File: src/rtl/adc_uart_reporter_if.sv
// ============================================================================
// Module      : adc_uart_reporter_if
// Description : Byte-stream valid/ready bus between the ADC reporter and the
//               UART TX byte engine.
// Revision    : 1.0 - initial release
// ============================================================================
`default_nettype none

interface adc_uart_reporter_if;
  logic [7:0] tx_data;
  logic       tx_valid;
  logic       tx_ready;

  // Byte producer (reporter) side
  modport master (
    output tx_data,
    output tx_valid,
    input  tx_ready
  );

  // Byte consumer (UART TX) side
  modport slave (
    input  tx_data,
    input  tx_valid,
    output tx_ready
  );
endinterface

`default_nettype wire

File: src/rtl/adc_uart_reporter.sv
// ============================================================================
// Module      : adc_uart_reporter
// Description : Averages 2^AVG_LOG2 ADC samples per channel and, on every
//               report tick, streams a framed, checksummed packet of the
//               enabled channels to the UART TX over a valid/ready bus.
//               Frame: HDR, mask, [seq hi, seq lo], {[hi], lo} per enabled
//               channel, CSUM (8-bit sum of all bytes after HDR).
//               Optional macro ADC_UART_SEQ_EN adds a 16-bit frame sequence
//               number after the mask byte.
// Revision    : 1.0 - initial release
// ============================================================================
`default_nettype none

module adc_uart_reporter #(
  parameter int         CH_NUM   = 8,
  parameter int         DATA_W   = 8,
  parameter int         AVG_LOG2 = 0,
  parameter int         TICK_DIV = 25_000_000,
  parameter logic [7:0] HDR_BYTE = 8'hA5
) (
  input  wire logic                     clk,
  input  wire logic                     rst,
  input  wire logic                     sample_valid,
  input  wire logic [CH_NUM*DATA_W-1:0] sample_data,
  input  wire logic [CH_NUM-1:0]        ch_mask,
  adc_uart_reporter_if.master           tx_if,
  output logic                          frame_busy,
  output logic                          overrun
);

  localparam int         ACC_W  = DATA_W + AVG_LOG2;
  localparam int         CNT_W  = AVG_LOG2 + 1;
  localparam int         AVG_N  = 1 << AVG_LOG2;
  localparam int         TICK_W = (TICK_DIV > 1) ? $clog2(TICK_DIV) : 1;
  localparam bit         HAS_HI = (DATA_W > 8);
  // Channel index value meaning "no further enabled channel"
  localparam logic [3:0] CH_NONE = 4'(CH_NUM);

  typedef enum logic [2:0] {
    S_IDLE    = 3'd0,
    S_HDR     = 3'd1,
    S_MASK    = 3'd2,
    S_SEQ_HI  = 3'd3,
    S_SEQ_LO  = 3'd4,
    S_DATA_HI = 3'd5,
    S_DATA_LO = 3'd6,
    S_CSUM    = 3'd7
  } state_t;

  // Lowest enabled channel with index >= from, or CH_NONE
  function automatic logic [3:0] f_next_ch(input logic [CH_NUM-1:0] mask, input int from);
    logic [3:0] res;
    res = CH_NONE;
    for (int i = CH_NUM - 1; i >= 0; i--) begin
      if (i >= from && mask[i]) res = 4'(i);
    end
    return res;
  endfunction

  // ---------------------------------------------------------------- averaging
  logic [ACC_W-1:0]  r_acc  [CH_NUM];
  logic [DATA_W-1:0] r_snap [CH_NUM];
  logic [ACC_W-1:0]  w_sum  [CH_NUM];
  logic [CNT_W-1:0]  r_avg_cnt;
  logic              r_snap_valid;
  logic              w_avg_done;

  assign w_avg_done = (r_avg_cnt == CNT_W'(AVG_N - 1));

  // Running sum including the sample currently presented
  always_comb begin
    for (int k = 0; k < CH_NUM; k++) begin
      w_sum[k] = r_acc[k] + ACC_W'(sample_data[k*DATA_W +: DATA_W]);
    end
  end

  // Accumulate samples; on the last sample of a block publish the truncated mean
  always_ff @(posedge clk or posedge rst) begin
    if (rst) begin
      for (int k = 0; k < CH_NUM; k++) begin
        r_acc[k]  <= '0;
        r_snap[k] <= '0;
      end
      r_avg_cnt    <= '0;
      r_snap_valid <= 1'b0;
    end else if (sample_valid) begin
      if (w_avg_done) begin
        for (int k = 0; k < CH_NUM; k++) begin
          r_snap[k] <= w_sum[k][ACC_W-1:AVG_LOG2];
          r_acc[k]  <= '0;
        end
        r_avg_cnt    <= '0;
        r_snap_valid <= 1'b1;
      end else begin
        for (int k = 0; k < CH_NUM; k++) begin
          r_acc[k] <= w_sum[k];
        end
        r_avg_cnt <= r_avg_cnt + CNT_W'(1);
      end
    end
  end

  // ---------------------------------------------------------------- report tick
  logic [TICK_W-1:0] r_tick_cnt;
  logic              w_tick;

  assign w_tick = (r_tick_cnt == TICK_W'(TICK_DIV - 1));

  // Free-running divider, tick is the single wrap cycle
  always_ff @(posedge clk or posedge rst) begin
    if (rst) r_tick_cnt <= '0;
    else if (w_tick) r_tick_cnt <= '0;
    else r_tick_cnt <= r_tick_cnt + TICK_W'(1);
  end

  // ---------------------------------------------------------------- framer
  state_t            r_state, w_state_next;
  logic [3:0]        r_ch, w_ch_next;
  logic [DATA_W-1:0] r_frame_data [CH_NUM];
  logic [CH_NUM-1:0] r_frame_mask;
  logic [7:0]        r_csum;
  logic [7:0]        w_tx_data;
  logic              w_busy, w_hs, w_start;
  logic [3:0]        w_first_ch, w_after_ch;
  state_t            w_first_state, w_after_state;
  logic [DATA_W-1:0] w_cur;
  logic [15:0]       w_cur_ext;
`ifdef ADC_UART_SEQ_EN
  logic [15:0]       r_seq;
`endif

  assign w_busy  = (r_state != S_IDLE);
  assign w_hs    = w_busy & tx_if.tx_ready;
  // The frame buffer is loaded from the registered snapshot, so a sample
  // completing in the tick cycle is not part of this frame.
  assign w_start = w_tick & ~w_busy & r_snap_valid;

  assign w_first_ch    = f_next_ch(r_frame_mask, 0);
  assign w_after_ch    = f_next_ch(r_frame_mask, int'(r_ch) + 1);
  assign w_first_state = (w_first_ch == CH_NONE) ? S_CSUM : (HAS_HI ? S_DATA_HI : S_DATA_LO);
  assign w_after_state = (w_after_ch == CH_NONE) ? S_CSUM : (HAS_HI ? S_DATA_HI : S_DATA_LO);

  // Select the buffered sample of the channel being sent
  always_comb begin
    w_cur = '0;
    for (int k = 0; k < CH_NUM; k++) begin
      if (r_ch == 4'(k)) w_cur = r_frame_data[k];
    end
  end

  assign w_cur_ext = 16'(w_cur);

  // FSM state and channel pointer registers
  always_ff @(posedge clk or posedge rst) begin
    if (rst) begin
      r_state <= S_IDLE;
      r_ch    <= '0;
    end else begin
      r_state <= w_state_next;
      r_ch    <= w_ch_next;
    end
  end

  // Next-state decode and the byte presented in each state
  always_comb begin
    w_state_next = r_state;
    w_ch_next    = r_ch;
    w_tx_data    = 8'h00;
    case (r_state)
      S_IDLE: begin
        if (w_start) begin
          w_state_next = S_HDR;
          w_ch_next    = '0;
        end
      end
      S_HDR: begin
        w_tx_data = HDR_BYTE;
        if (w_hs) w_state_next = S_MASK;
      end
      S_MASK: begin
        w_tx_data = 8'(r_frame_mask);
        if (w_hs) begin
`ifdef ADC_UART_SEQ_EN
          w_state_next = S_SEQ_HI;
`else
          w_state_next = w_first_state;
          w_ch_next    = w_first_ch;
`endif
        end
      end
`ifdef ADC_UART_SEQ_EN
      S_SEQ_HI: begin
        w_tx_data = r_seq[15:8];
        if (w_hs) w_state_next = S_SEQ_LO;
      end
      S_SEQ_LO: begin
        w_tx_data = r_seq[7:0];
        if (w_hs) begin
          w_state_next = w_first_state;
          w_ch_next    = w_first_ch;
        end
      end
`endif
      S_DATA_HI: begin
        w_tx_data = w_cur_ext[15:8];
        if (w_hs) w_state_next = S_DATA_LO;
      end
      S_DATA_LO: begin
        w_tx_data = w_cur_ext[7:0];
        if (w_hs) begin
          w_state_next = w_after_state;
          w_ch_next    = w_after_ch;
        end
      end
      S_CSUM: begin
        w_tx_data = r_csum;
        if (w_hs) w_state_next = S_IDLE;
      end
      default: w_state_next = S_IDLE;
    endcase
  end

  // Frame buffer capture at frame start and running checksum of sent bytes
  always_ff @(posedge clk or posedge rst) begin
    if (rst) begin
      for (int k = 0; k < CH_NUM; k++) r_frame_data[k] <= '0;
      r_frame_mask <= '0;
      r_csum       <= '0;
    end else if (w_start) begin
      for (int k = 0; k < CH_NUM; k++) r_frame_data[k] <= r_snap[k];
      r_frame_mask <= ch_mask;
      r_csum       <= '0;
    end else if (w_hs && r_state != S_HDR && r_state != S_CSUM) begin
      r_csum <= r_csum + w_tx_data;
    end
  end

  // Sticky overrun: a tick landed while a frame was still going out
  always_ff @(posedge clk or posedge rst) begin
    if (rst) overrun <= 1'b0;
    else if (w_tick && w_busy) overrun <= 1'b1;
  end

`ifdef ADC_UART_SEQ_EN
  // Frame sequence number advances once per completed frame
  always_ff @(posedge clk or posedge rst) begin
    if (rst) r_seq <= '0;
    else if (w_hs && r_state == S_CSUM) r_seq <= r_seq + 16'd1;
  end
`endif

  assign tx_if.tx_data  = w_tx_data;
  assign tx_if.tx_valid = w_busy;
  assign frame_busy     = w_busy;

endmodule

`default_nettype wire

File: src/flat_wrapper.sv
// flat-port wrapper written by rule: the top's interface ports become plain ports
module adc_uart_reporter_flat 
#(
  parameter int         CH_NUM   = 8,
  parameter int         DATA_W   = 8,
  parameter int         AVG_LOG2 = 0,
  parameter int         TICK_DIV = 25_000_000,
  parameter logic [7:0] HDR_BYTE = 8'hA5
)
  (clk, rst, sample_valid, sample_data, ch_mask, frame_busy, overrun, tx_if_tx_data, tx_if_tx_valid, tx_if_tx_ready);
  adc_uart_reporter_if tx_if_i ();
  input  wire logic clk;
  input  wire logic rst;
  input  wire logic sample_valid;
  input  wire logic [CH_NUM*DATA_W-1:0] sample_data;
  input  wire logic [CH_NUM-1:0] ch_mask;
  output logic frame_busy;
  output logic overrun;
  output wire logic [$bits(tx_if_i.tx_data)-1:0] tx_if_tx_data;
  output wire logic [$bits(tx_if_i.tx_valid)-1:0] tx_if_tx_valid;
  input wire logic [$bits(tx_if_i.tx_ready)-1:0] tx_if_tx_ready;
  assign tx_if_tx_data = tx_if_i.tx_data;
  assign tx_if_tx_valid = tx_if_i.tx_valid;
  assign tx_if_i.tx_ready = tx_if_tx_ready;
  adc_uart_reporter #(.CH_NUM(CH_NUM), .DATA_W(DATA_W), .AVG_LOG2(AVG_LOG2), .TICK_DIV(TICK_DIV), .HDR_BYTE(HDR_BYTE)) u_core (.clk(clk), .rst(rst), .sample_valid(sample_valid), .sample_data(sample_data), .ch_mask(ch_mask), .tx_if(tx_if_i), .frame_busy(frame_busy), .overrun(overrun));
endmodule
File: config.mk
export PLATFORM = sky130hd
export DESIGN_NAME = adc_uart_reporter_flat
export DESIGN_NICKNAME = d
export VERILOG_FILES = /design/src/rtl/adc_uart_reporter_if.sv /design/src/rtl/adc_uart_reporter.sv /design/src/flat_wrapper.sv
export SDC_FILE = /design/constraint.sdc
export NUM_CORES = 1
export LEC_CHECK = 0
export ABC_CLOCK_PERIOD_IN_PS = 9000
export CORE_MARGIN = 2
export CORE_UTILIZATION = 30
export DETAILED_ROUTE_END_ITERATION = 8
export SLEW_MARGIN = 20
export SYNTH_ARGS = -nofsm -noshare
export SYNTH_HDL_FRONTEND = slang
export SYNTH_SLANG_ARGS = --single-unit
File: constraint.sdc
create_clock -name clk -period 9 [get_ports clk]
set_clock_uncertainty 0.2 [all_clocks]
set_input_delay 1.8 -clock clk [delete_from_list [all_inputs] [get_ports clk]]
set_output_delay 1.8 -clock clk [all_outputs]
set_load 0.01 [all_outputs]
* Yosys cells after proc, flatten, opt, wreduce, memory -nomap -nowiden
Cells that the tools add are included.
** Word-level totals
- Bits in registers :: 243
- Bits of input ports :: 76
- Output and inout port bits :: 11
- Word-level logic and storage cells :: 142
** Operators by class
- Add/subtract/negate cells :: 12
- $lt $le $gt $ge :: 8
- Equality and inequality tests :: 23
- Mux-type cells :: 43
- Bitwise gates (word level) :: 5
- Reduce and logical (&&, ||, !) cells :: 19
** Operators with widths (number)
- $ge 4x32->1 const A :: 4
- $mux 8 :: 10
- $mux 4 :: 19
- $add 8x8->8 :: 9
- $ge 3x32->1 const A :: 2
- $mux 64 :: 1
- $ge 1x32->1 const A :: 1
- $ge 2x32->1 const A :: 1
- $pmux 8 s4 :: 1
- $add 25x1->25 const B :: 1
- $eq 25x25->1 const B :: 1
- $mux 25 :: 1
- $mux 3 :: 6
- $pmux 3 s6 :: 1
- $eq 4x3->1 const B :: 4
- $ne 2x1->1 const B :: 6
- $pmux 4 s3 :: 1
- $logic_and 1x1->1 :: 11
- $eq 3x3->1 const B :: 3
- $eq 4x2->1 const B :: 2
- $eq 4x4->1 const B :: 2
- $reduce_and 6->1 :: 1
- $reduce_bool 3->1 :: 2
- $add 4x1->5 const B :: 1
- other kinds (14) :: 19

* Longest topological paths before layout
Gate-level depths: netlist of the first run.
- Depth in word-level cells :: 15
- Mapped depth :: 18
- Mapped depth without buffers :: 16

* Worst setup path after synthesis of the first run
No wires, ideal clock.
- Path kind :: reg2out
- Start point :: register u_core.r_ch[1]
- End point :: output tx_if_tx_data[1]
- Arrival :: 2.055 ns
- Path slack :: 4.945 ns
- Cell stages (with the launch flop) :: 9
- Cell sequence :: dfrtp_1 > inv_1 > ha_1 > clkbuf_1 > buf_1 > a21oi_1 > nor2_1 > a311oi_1 > o21ai_0
** On the way
- Word-level cells in the longest chain between the ends :: 10
** RTL lines
- from (decl) :: RTL line adc_uart_reporter.sv:118 : logic [3:0] r_ch, w_ch_next;
- from (signal assigned) :: RTL line adc_uart_reporter.sv:160 : r_ch <= w_ch_next;
- $logic_not 4->1 :: RTL line adc_uart_reporter.sv:147 : if (r_ch == 4'(k)) w_cur = r_frame_data[k];
- $mux 8 (7 in series) :: RTL line adc_uart_reporter.sv:147
- $mux 8 * :: RTL line adc_uart_reporter.sv:147
- $pmux 8 s4 * :: RTL line adc_uart_reporter.sv:169 : case (r_state)
- to (decl) :: RTL line flat_wrapper.sv:19 : output wire logic [$bits(tx_if_i.tx_data)-1:0] tx_if_tx_data;
Every way passes the cells marked *; elsewhere a longest branch is shown, timed or not.

* Worst setup path in the final report of the first run
Same ends and word-level chain as after synthesis.

==> results of run 1 <==
## registers in the layout (all words and copies together) (netlist names)
register / flops
u_core.r_ch: 4
u_core.r_snap: 64
u_core.r_frame_mask: 8
u_core.r_snap_valid: 1
u_core.r_csum: 8
u_core.r_state: 3
u_core.r_frame_data: 64
u_core.overrun: 1
u_core.r_tick_cnt: 25
## Yosys cell counts, drive strengths merged, types with 2 or more instances
master  count
o21bai      2
nand4       4
o21ai      33
a21oi      49
nand2b      5
inv        26
o21a        2
xnor2      11
nand3b      9
buf        11
or3         5
a211oi      4
a21o        3
a32o        2
nor2b      15
or2         5
and2        3
a32oi       2
nor2       49
a311oi     14
o22ai       3
a31oi       4
a221oi      2
nor4        3
o211ai      4
clkbuf     24
nand3      27
and3        7
xor2       15
nand2      34
nor3        6
ha         19
dfrtp     178
mux2      137
## final cells by class
type | instances | area share, %
clock buffers | 20 | 4.54
clock inverters | 12 | 1.59
inverters | 27 | 1.03
multi-input cells | 491 | 36.4
flip-flops and latches | 178 | 43.3
well taps | 378 | 4.60
repair buffers | 89 | 8.57
## power groups by stage
stage	logic [mW]	clock network, mW	registers, mW
2_1_floorplan	0.364	0	0.899
3_3_place_gp	0.511	0	0.924
3_5_place_dp	0.518	0	0.926
4_1_cts	0.521	0.814	0.911
5_1_grt	0.585	0.848	0.920
6_report	0.519	0.793	0.910
## worst paths after layout
kind | startpoint | endpoint | slack [ps] | cells after the start
worst max-delay path | u_core.r_ch[1] | tx_if_tx_data[1] | 3280 | 9
worst min-delay path | u_core.overrun | u_core.overrun | 250 | 1
worst max register to register | u_core.r_ch[0] | u_core.r_csum[7] | 4390 | 13
worst min register to register | u_core.overrun | u_core.overrun | 250 | 1
max in group asynchronous | rst | u_core.r_csum[1] | 5590 | 3
min in group asynchronous | rst | u_core.r_snap[39] | 1700 | 2
## worst max-delay path, stage by stage, from the launching register on
cell             delay, ps
dfrtp_1                460
inv_1                  140
ha_1                   830
nand2_1                120
a311oi_1               300
a21oi_1                 80
nor2_1                 120
a311oi_1                60
o21ai_0                530
clkdlybuf4s50_1        650
## metal layers
metal | vias up | track usage [%] | part of all wire (%)
li1 | 2748 | - | -
met1 | 2802 | 19.5 | 47
met2 | 115 | 22.3 | 47
met3 | 27 | 2.81 | 3.6
met4 | 0 | 4.57 | 2.0
met5 | - | 0 | 0
## logic make-up after synthesis
logic type               count (synthesis)
AO/OA/AOI/OAI                          132
multiplexers                           137
buffers and inverters                   62
adder cells (fa/ha/maj)                 20
AND/OR/NAND/NOR                        176
flip-flops                             178
XOR/XNOR                                26
## through the flow
stage	total power [mW]	hold WS, ps
after floorplan	1.26	254
after global placement	1.43	240
after detailed placement	1.44	244
after CTS	2.25	259
after global routing	2.35	289
final	2.22	253
==> metrics.md, run 1 <==
| Metric | Value |
|---|---|
| Cell Rows | about 60 |
| FF+latch area | 4450 um^2 |
| Int Pwr | approximately 1.5 mW |
| Initial Utilization | between 30% and 40% |
| Gpl congestion | between 0.8 and 0.9 |
| Peak VDD IR | 0.125 mV |
| Post-synthesis compound-gate area fraction | slightly below 10% |
| Clock latency on the worst-skew pair | approximately 440 ps |
| Power per cell area | approximately 220 nW/um^2 |
| Most common cell after layout, fill and taps aside | dfrtp_1 |
| Slew margin rel. | 32.4% |
| # hold bufs at CTS | 0 |
| Worst Path Required | roughly 7000 ps |
| Final instance area | roughly 10000 um^2 |
| Grt ovf | 0 |
| Flop pwr share | approximately 41% |
| CTS resizes | 0 |
| Hold crit path type | reg -> reg |
| Total GRT Usage | between 10% and 20% |
| Vias in the first global route | 5714 |
| Tightest Pin Transition | between 1000 and 1500 ps |
| Max frequency | 0.175 GHz |
| CTS tree | done |
| Detail Route Antenna Nets | 0 |
| N_diodes | 0 |
| Fin. Hold Viols | 0 |
| Pleak | between 4 and 5 nW |
| Cell count after synthesis | 731 |
| Power share of the clock group | a little over a third |
| Core Area | 27700 um^2 |
| Die Y | 172 um |
| Area after DPL | about 9600 um^2 |
| Post-CTS setup buffers | 0 |
| Net Switching | about 700 uW |
| Finished Layout Cells | roughly 1200 |
| Commonest non-fill, non-tap cells in the layout | dfrtp_1 (178), clkdlybuf4s50_1 (85), mux2_1 (73) |
| Ranking of synthesized cells by area | dfrtp_1 (53%), mux2_1 (9.8%), mux2_2 (8.5%) |
| CP Class | reg -> out |
| TritonRoute pass-1 iters | 4 |
| Largest family of logic cells by synthesized area | multiplexers |
| Clock Path Buffers | 2 |
| CP Launch Type | register |
| Avg Cell Area, Syn | 11.5 um^2 |
| DP HPWL | between 10 and 15 mm |
| Top cell type's share of synthesized area | 52.8% |
| Mux cell area share after synthesis | around 18% |
| Setup WS post-layout | ~3300 ps |
| Number of enable flip-flop cells after synthesis | 0 |
| Max-Cap Viols | 0 |
| Nets | 900 |
| Number of synthesis warnings | 0 |
| Yosys top cell by area | dfrtp_1 |
| Synthesized area | 8430 um^2 |
| Syn Nets | just over 800 |
| Routed WL | 19.6 mm |
| Pre-CTS setup slack | between 3000 and 4000 ps |
| Async SR Flop Fraction | between 90% and 100% |
| Status | finished, final reports clean |
| Number of H-tree levels | 4 |
| Layout cell share with drive strength beyond 1 | 13.3% |
| Combinational power share | a little under a quarter |
| # IOs | between 80 and 90 |
| Worst-path clk slew | approximately 70 ps |
| Final Max Slew Viols | 0 |
| Via density | approximately 4.8 |
| CTS Sinks | about 180 |
| Unrepaired setup endpoints after global routing | false |
| Fillers | 2704 |
| Area Overhead vs Synth | 22.0% |
| Residual DRC | 0 |
| Drt wl/cell | between 15 and 20 um |
| Setup crit end kind | primary output |
| Switching Fraction | between 30% and 40% |
| Port-buffer cells | 86 |
| Post-synth top flop | dfrtp_1 |
| Vias after detailed routing | between 5000 and 6000 |
| Drt initial violations | roughly 350 |
| First-pass GRT wire length | ~32 mm |
| Endpoints failing setup | 0 |
| Placed Cells incl. Taps | around 1200 |
| #FFs+latches synth | 178 |
| Simple-Gate Fraction of Synth Area | 10.5% |
| Seq/Total Area, Yosys | between 50% and 60% |
| Clk root buf | clkbuf_16 |
| Arrival time of the worst setup path | around 3700 ps |
| Pin count of the biggest net entering global routing | 95 |
| CP Max Fanout | 33 |
| Synthesized-area fraction occupied by adder cells | under 10% |
| Die span in x | roughly 170 um |
| Inserted Clock Buffers | 17 |
| XOR/XNOR share of the synthesized area | between 2 and 3% |
| Unique masters post-synth | 55 |
| Die Area | approximately 30000 um^2 |
| Crit path time final | approximately 5700 ps |
| Area taken by multi-input logic gates | around 3700 um^2 |
| Setup tns final | 0 ps |
| Initial antenna violation count | 0 |
| Fin crit share | a little under two thirds |
| Final Util | between 30 and 40% |
No activity file was read; power rests on OpenSTA's default activity.
==> run 2, diff against run 1 <==
Settings changed: ABC_CLOCK_PERIOD_IN_PS 9000 to 5200.
Clock period 9 ns to 5.2 ns, I/O delays scaled along.
==> run 2 against run 1 <==
Compared with the run above:
- sequential cell count stayed put
- clock power grew 79%
- worst hold slack improved by 5.1 ps
- core utilization is 0.21 points higher
- non-clock buffer count increased by 3
- first-iteration DRC count rose by 32%
- design area up 0.56%
- critical path depth is 1 higher
- critical endpoint unchanged
- global-route usage hardly changed
==> metrics.md, run 2 (synthesized netlist as in run 1, its figures left out) <==
| Metric | Value |
|---|---|
| Start of the worst register-to-register path | u_core.r_ch[0] |
| Die span in x | around 170 um |
| Peak VDD IR | between 0.15 and 0.2 mV |
| # IOs | 87 |
| Crit path time final | 4810 ps |
| Initial Utilization | a little under a third |
| CP Max Fanout | 18 |
| Total GRT Usage | ~14% |
| Via density | 4.83 |
| Inserted Clock Buffers | 17 |
| CTS resizes | 0 |
| Gpl congestion | around 0.88 |
| CTS Sinks | about 180 |
| Endpoints failing setup | 0 |
| Core Area | 27700 um^2 |
| Setup crit end kind | primary output |
| Final Max Slew Viols | 0 |
| TritonRoute pass-1 iters | 4 |
| Worst-path clk slew | ~70 ps |
| Crit path from | u_core.r_ch[1] |
| DP HPWL | roughly 14 mm |
| Setup tns final | 0 ps |
| Max-Cap Viols | 0 |
| N_diodes | 0 |
| CP Class | reg -> out |
| Max frequency | around 0.21 GHz |
| Layout cell share with drive strength beyond 1 | 13.5% |
| Drt initial violations | approximately 460 |
| Detail Route Antenna Nets | 0 |
| Most common cell after layout, fill and taps aside | dfrtp_1 |
| Fin. Hold Viols | 0 |
| CP Launch Type | register |
| # hold bufs at CTS | 0 |
| Pre-CTS setup slack | just over 800 ps |
| Clock latency on the worst-skew pair | between 400 and 500 ps |
| Grt ovf | 0 |
| Port-buffer cells | 86 |
| Top Registers | u_core.r_frame_data (64), u_core.r_snap (64), u_core.r_tick_cnt (25) |
| Crit path top cell by count | a311oi_1 |
| Slowest CP cell | clkdlybuf4s50_1 |
| Worst Path Required | 3960 ps |
| Nets | 903 |
| Clk root buf | clkbuf_16 |
| CP bufs+invs | 3 |
| Slew margin rel. | between 30% and 40% |
| Tightest Pin Transition | roughly 980 ps |
| First-pass GRT wire length | roughly 32 mm |
| Initial antenna violation count | 0 |
| Vias after detailed routing | slightly below 6000 |
| Fin crit share | 92.6% |
| Arrival time of the worst setup path | ~3600 ps |
| Drt wl/cell | around 16 um |
| Pleak | 4.60 nW |
| Cells along the critical path | inv_1 -> ha_1 -> buf_4 -> nand2_1 -> a311oi_1 -> a21oi_1 -> nor2_1 -> a311oi_1 -> o21ai_0 -> clkdlybuf4s50_1 |
| Slowest stage delay, CP | approximately 670 ps |
| Residual DRC | 0 |
| Power per cell area | between 300 and 400 nW/um^2 |
| Commonest non-fill, non-tap cells in the layout | dfrtp_1 (178), clkdlybuf4s50_1 (85), mux2_1 (73) |
| Clock Path Buffers | 2 |
| Area Overhead vs Synth | 22.7% |
| Hold crit path type | reg -> reg |
| Die Y | 172 um |
| Vias in the first global route | a little under 6000 |
| Fillers | about 2700 |
| Setup WS post-layout | between 300 and 400 ps |
| Post-CTS setup buffers | 0 |
| Pin count of the biggest net entering global routing | approximately 180 |
| Status | finished, final reports clean |
| Hold_sp | u_core.overrun |
| Cell Rows | 61 |
| CTS tree | done |
| Number of H-tree levels | 4 |
| Cell family with most CP delay | buffers and inverters |
| Die Area | between 20000 and 30000 um^2 |
| Routed WL | slightly below 20 mm |
| Unrepaired setup endpoints after global routing | false |
-- run 2: cell type report --
| class | count | area (um^2) | area share, % |
|---|---|---|---|
| Clock buffer | 18 | 429 | 4.15 |
| Multi-Input combinational cell | 491 | 3740 | 36.2 |
| Inverter | 27 | 105 | 1.02 |
| Clock inverter | 14 | 216 | 2.09 |
| Timing Repair Buffer | 92 | 926 | 8.95 |
| Tap cell | 378 | 473 | 4.57 |
| Sequential cell | 178 | 4450 | 43.1 |
-- run 2: worst paths after layout --
check                                     to  slack (ps)  cells after the start
setup / recovery            tx_if_tx_data[1]         390                     10
hold / removal                u_core.overrun         260                      1
setup reg to reg            u_core.r_csum[7]         890                     13
hold reg to reg               u_core.overrun         260                      1
max in group asynchronous  u_core.r_snap[14]        3050                      3
min in group asynchronous   u_core.r_snap[7]        1020                      3
-- run 2: report_power, final --
group / switching, mW / leakage [nW] / internal (mW) / total, mW
Clock: 0.596 / 0.316 / 0.823 / 1.42
Sequential: 0.0987 / 2.29 / 1.48 / 1.58
Combinational: 0.487 / 1.99 / 0.416 / 0.903
Total: 1.18 / 4.60 / 2.72 / 3.90
-- run 2: metrics by stage --
step	power, mW	util, %	hold WS [ps]	instance area [um^2]	std cells
6_report	3.90	37.3	258	10300	1198
5_1_grt	4.13	37.3	271	10300	1198
4_1_cts	3.94	37.3	263	10300	1198
3_5_place_dp	2.50	35.0	250	9700	1166
3_3_place_gp	2.49	35.0	244	9700	1166
2_1_floorplan	2.19	-	254	8430	731
-- run 2: routing by layer --
metal / GRT usage [%] / wire, um / up-vias
met5: 0 / 0 / -
met4: 5.60 / 465 / 0
met3: 2.90 / 673 / 31
met2: 22.3 / 9370 / 116
met1: 19.1 / 9180 / 2885
li1: - / - / 2754
==> run 3, diff against run 2 <==
Settings changed: DONT_BUFFER_PORTS set to 1, HOLD_SLACK_MARGIN set to 0.02.
==> run 3 against run 2 <==
Compared with the run above:
- count of clock-buffer cells in the layout fell by 1
- die area did not move
- critical endpoint is now u_core.r_csum[7]
- largest cell class unchanged
- maximum frequency rose by 7.2%
- highest routed layer is now met5
- critical path type is now reg -> reg
==> metrics.md, run 3 (synthesized netlist as in run 1, its figures left out) <==
| Metric | Value |
|---|---|
| CP Launch Type | register |
| Pin count of the biggest net entering global routing | 160 |
| Area Overhead vs Synth | 12.3% |
| CTS tree | done |
| DP HPWL | approximately 13 mm |
| Tightest Pin Transition | a little under 1000 ps |
| Nets | 818 |
| Residual DRC | 0 |
| Max-Cap Viols | 0 |
| Port-buffer cells | 0 |
| First-pass GRT wire length | between 30 and 40 mm |
| Fin. Hold Viols | 0 |
| CP Max Fanout | 33 |
| Fin crit share | about 86% |
| R2R Path End | u_core.r_csum[7] |
| Inserted Clock Buffers | 17 |
| Initial Utilization | 30.4% |
| Vias after detailed routing | between 5000 and 6000 |
| Worst reg2reg path depth | 15 |
| Worst-path clk slew | approximately 70 ps |
| Core Area | around 28000 um^2 |
| Endpoints failing setup | 0 |
| Post-CTS setup buffers | 0 |
| Flop2flop setup slack | just over 700 ps |
| Vias in the first global route | 5373 |
| Final Max Slew Viols | 0 |
| Drt initial violations | around 380 |
| Slew margin rel. | between 30 and 40% |
| N_diodes | 0 |
| Initial antenna violation count | 2 |
| Power per cell area | between 300 and 400 nW/um^2 |
| Commonest non-fill, non-tap cells in the layout | dfrtp_1 (178), mux2_1 (73), mux2_2 (64) |
| Clock latency on the worst-skew pair | around 440 ps |
| Die span in x | about 170 um |
| Die Y | 172 um |
| Hold_ws | roughly 280 ps |
| Crit path time final | 4490 ps |
| Number of H-tree levels | 4 |
| Most common cell after layout, fill and taps aside | dfrtp_1 |
| Gpl congestion | 0.870 |
| Layout cell share with drive strength beyond 1 | between 10% and 20% |
| Status | finished, final reports clean |
| Die Area | 29500 um^2 |
| Clock Path Buffers | 2 |
| Max frequency | 0.223 GHz |
| Start of the worst register-to-register path | u_core.r_ch[1] |
| Routed WL | between 15 and 20 mm |
| Overall power | about 3.7 mW |
| Top Registers | u_core.r_frame_data (64), u_core.r_snap (64), u_core.r_tick_cnt (25) |
| Unrepaired setup endpoints after global routing | false |
| Clk root buf | clkbuf_16 |
| Total GRT Usage | 13.5% |
| Peak VDD IR | between 0.2 and 0.3 mV |
| CTS resizes | 0 |
| Arrival time of the worst setup path | 4650 ps |
| Cell Rows | slightly above 60 |
| CP Class | reg -> reg |
| Grt ovf | 0 |
| Worst Path Required | ~5400 ps |
| Drt wl/cell | about 17 um |
| Fillers | roughly 2800 |
| Setup tns final | 0 ps |
| # hold bufs at CTS | 0 |
| Hold crit path type | in -> async |
| Detail Route Antenna Nets | 0 |
| CTS Sinks | around 180 |
| TritonRoute pass-1 iters | 5 |
| Via density | slightly below 5 |
| # IOs | 87 |
| Pleak | 4.25 nW |
| Setup crit end kind | register |
==> run 3: cell count changes in the layout (fill, tap and decap cells not counted), sizes merged <==
cell	before	now
clkinv	5	4
inv	31	32
clkbuf	18	17
clkinvlp	1	4
clkdlybuf4s50	85	0
bufinv	4	2
==> run 3: layout make-up <==
class	instances	area (um^2)	area share [%]
Inverter	27	105	1.11
Timing Repair Buffer	7	77.6	0.819
Multi-Input combinational cell	491	3740	39.5
Clock buffer	17	425	4.49
Tap cell	378	473	5.00
Clock inverter	15	194	2.05
Sequential cell	178	4450	47.1
==> run 3: report_power, final <==
part           switching, mW  total [mW]  internal [mW]
clock network          0.616        1.35          0.734
registers             0.0960        1.58           1.48
logic                  0.453       0.758          0.305
total                   1.16        3.68           2.52
==> run 3: worst max-delay path by stage <==
stage                         from  slack [ps]                to
floorplan           u_core.r_ch[1]        1470  u_core.r_csum[7]
global placement    u_core.r_ch[1]         860  u_core.r_csum[7]
detailed placement  u_core.r_ch[1]         690  u_core.r_csum[7]
CTS                 u_core.r_ch[1]         700  u_core.r_csum[7]
global route        u_core.r_ch[1]         320  u_core.r_csum[7]
finish              u_core.r_ch[1]         710  u_core.r_csum[7]
==> run 3: through the flow <==
step                      instances  instance area, um^2  utilization [%]  setup slack [ps]
after detailed placement       1081                 8850             31.9               691
final                          1113                 9470             34.2               707
after CTS                      1113                 9470             34.2               696
after floorplan                 731                 8430                -              1470
after global routing           1113                 9470             34.2               317
after global placement         1081                 8850             31.9               861
==> run 3: worst max-delay path, stage by stage, from the launching register on <==
cell	delay [ps]
dfrtp_1	460
inv_1	130
ha_1	780
nand2_1	140
a311oi_1	280
a21oi_1	60
nor2_1	90
a311oi_1	60
o21ai_0	700
ha_1	390
nand3_1	100
o211ai_1	110
o41ai_1	390
nor3_1	100
or2_0	230
o211ai_1	160
==> run 3: per-layer routing <==
layer | global-route usage [%] | up-vias | wire length [um]
li1 | - | 2589 | -
met1 | 18.0 | 2670 | 8710
met2 | 21.2 | 111 | 8940
met3 | 4.21 | 19 | 989
met4 | 3.87 | 4 | 247
met5 | 0 | - | 23
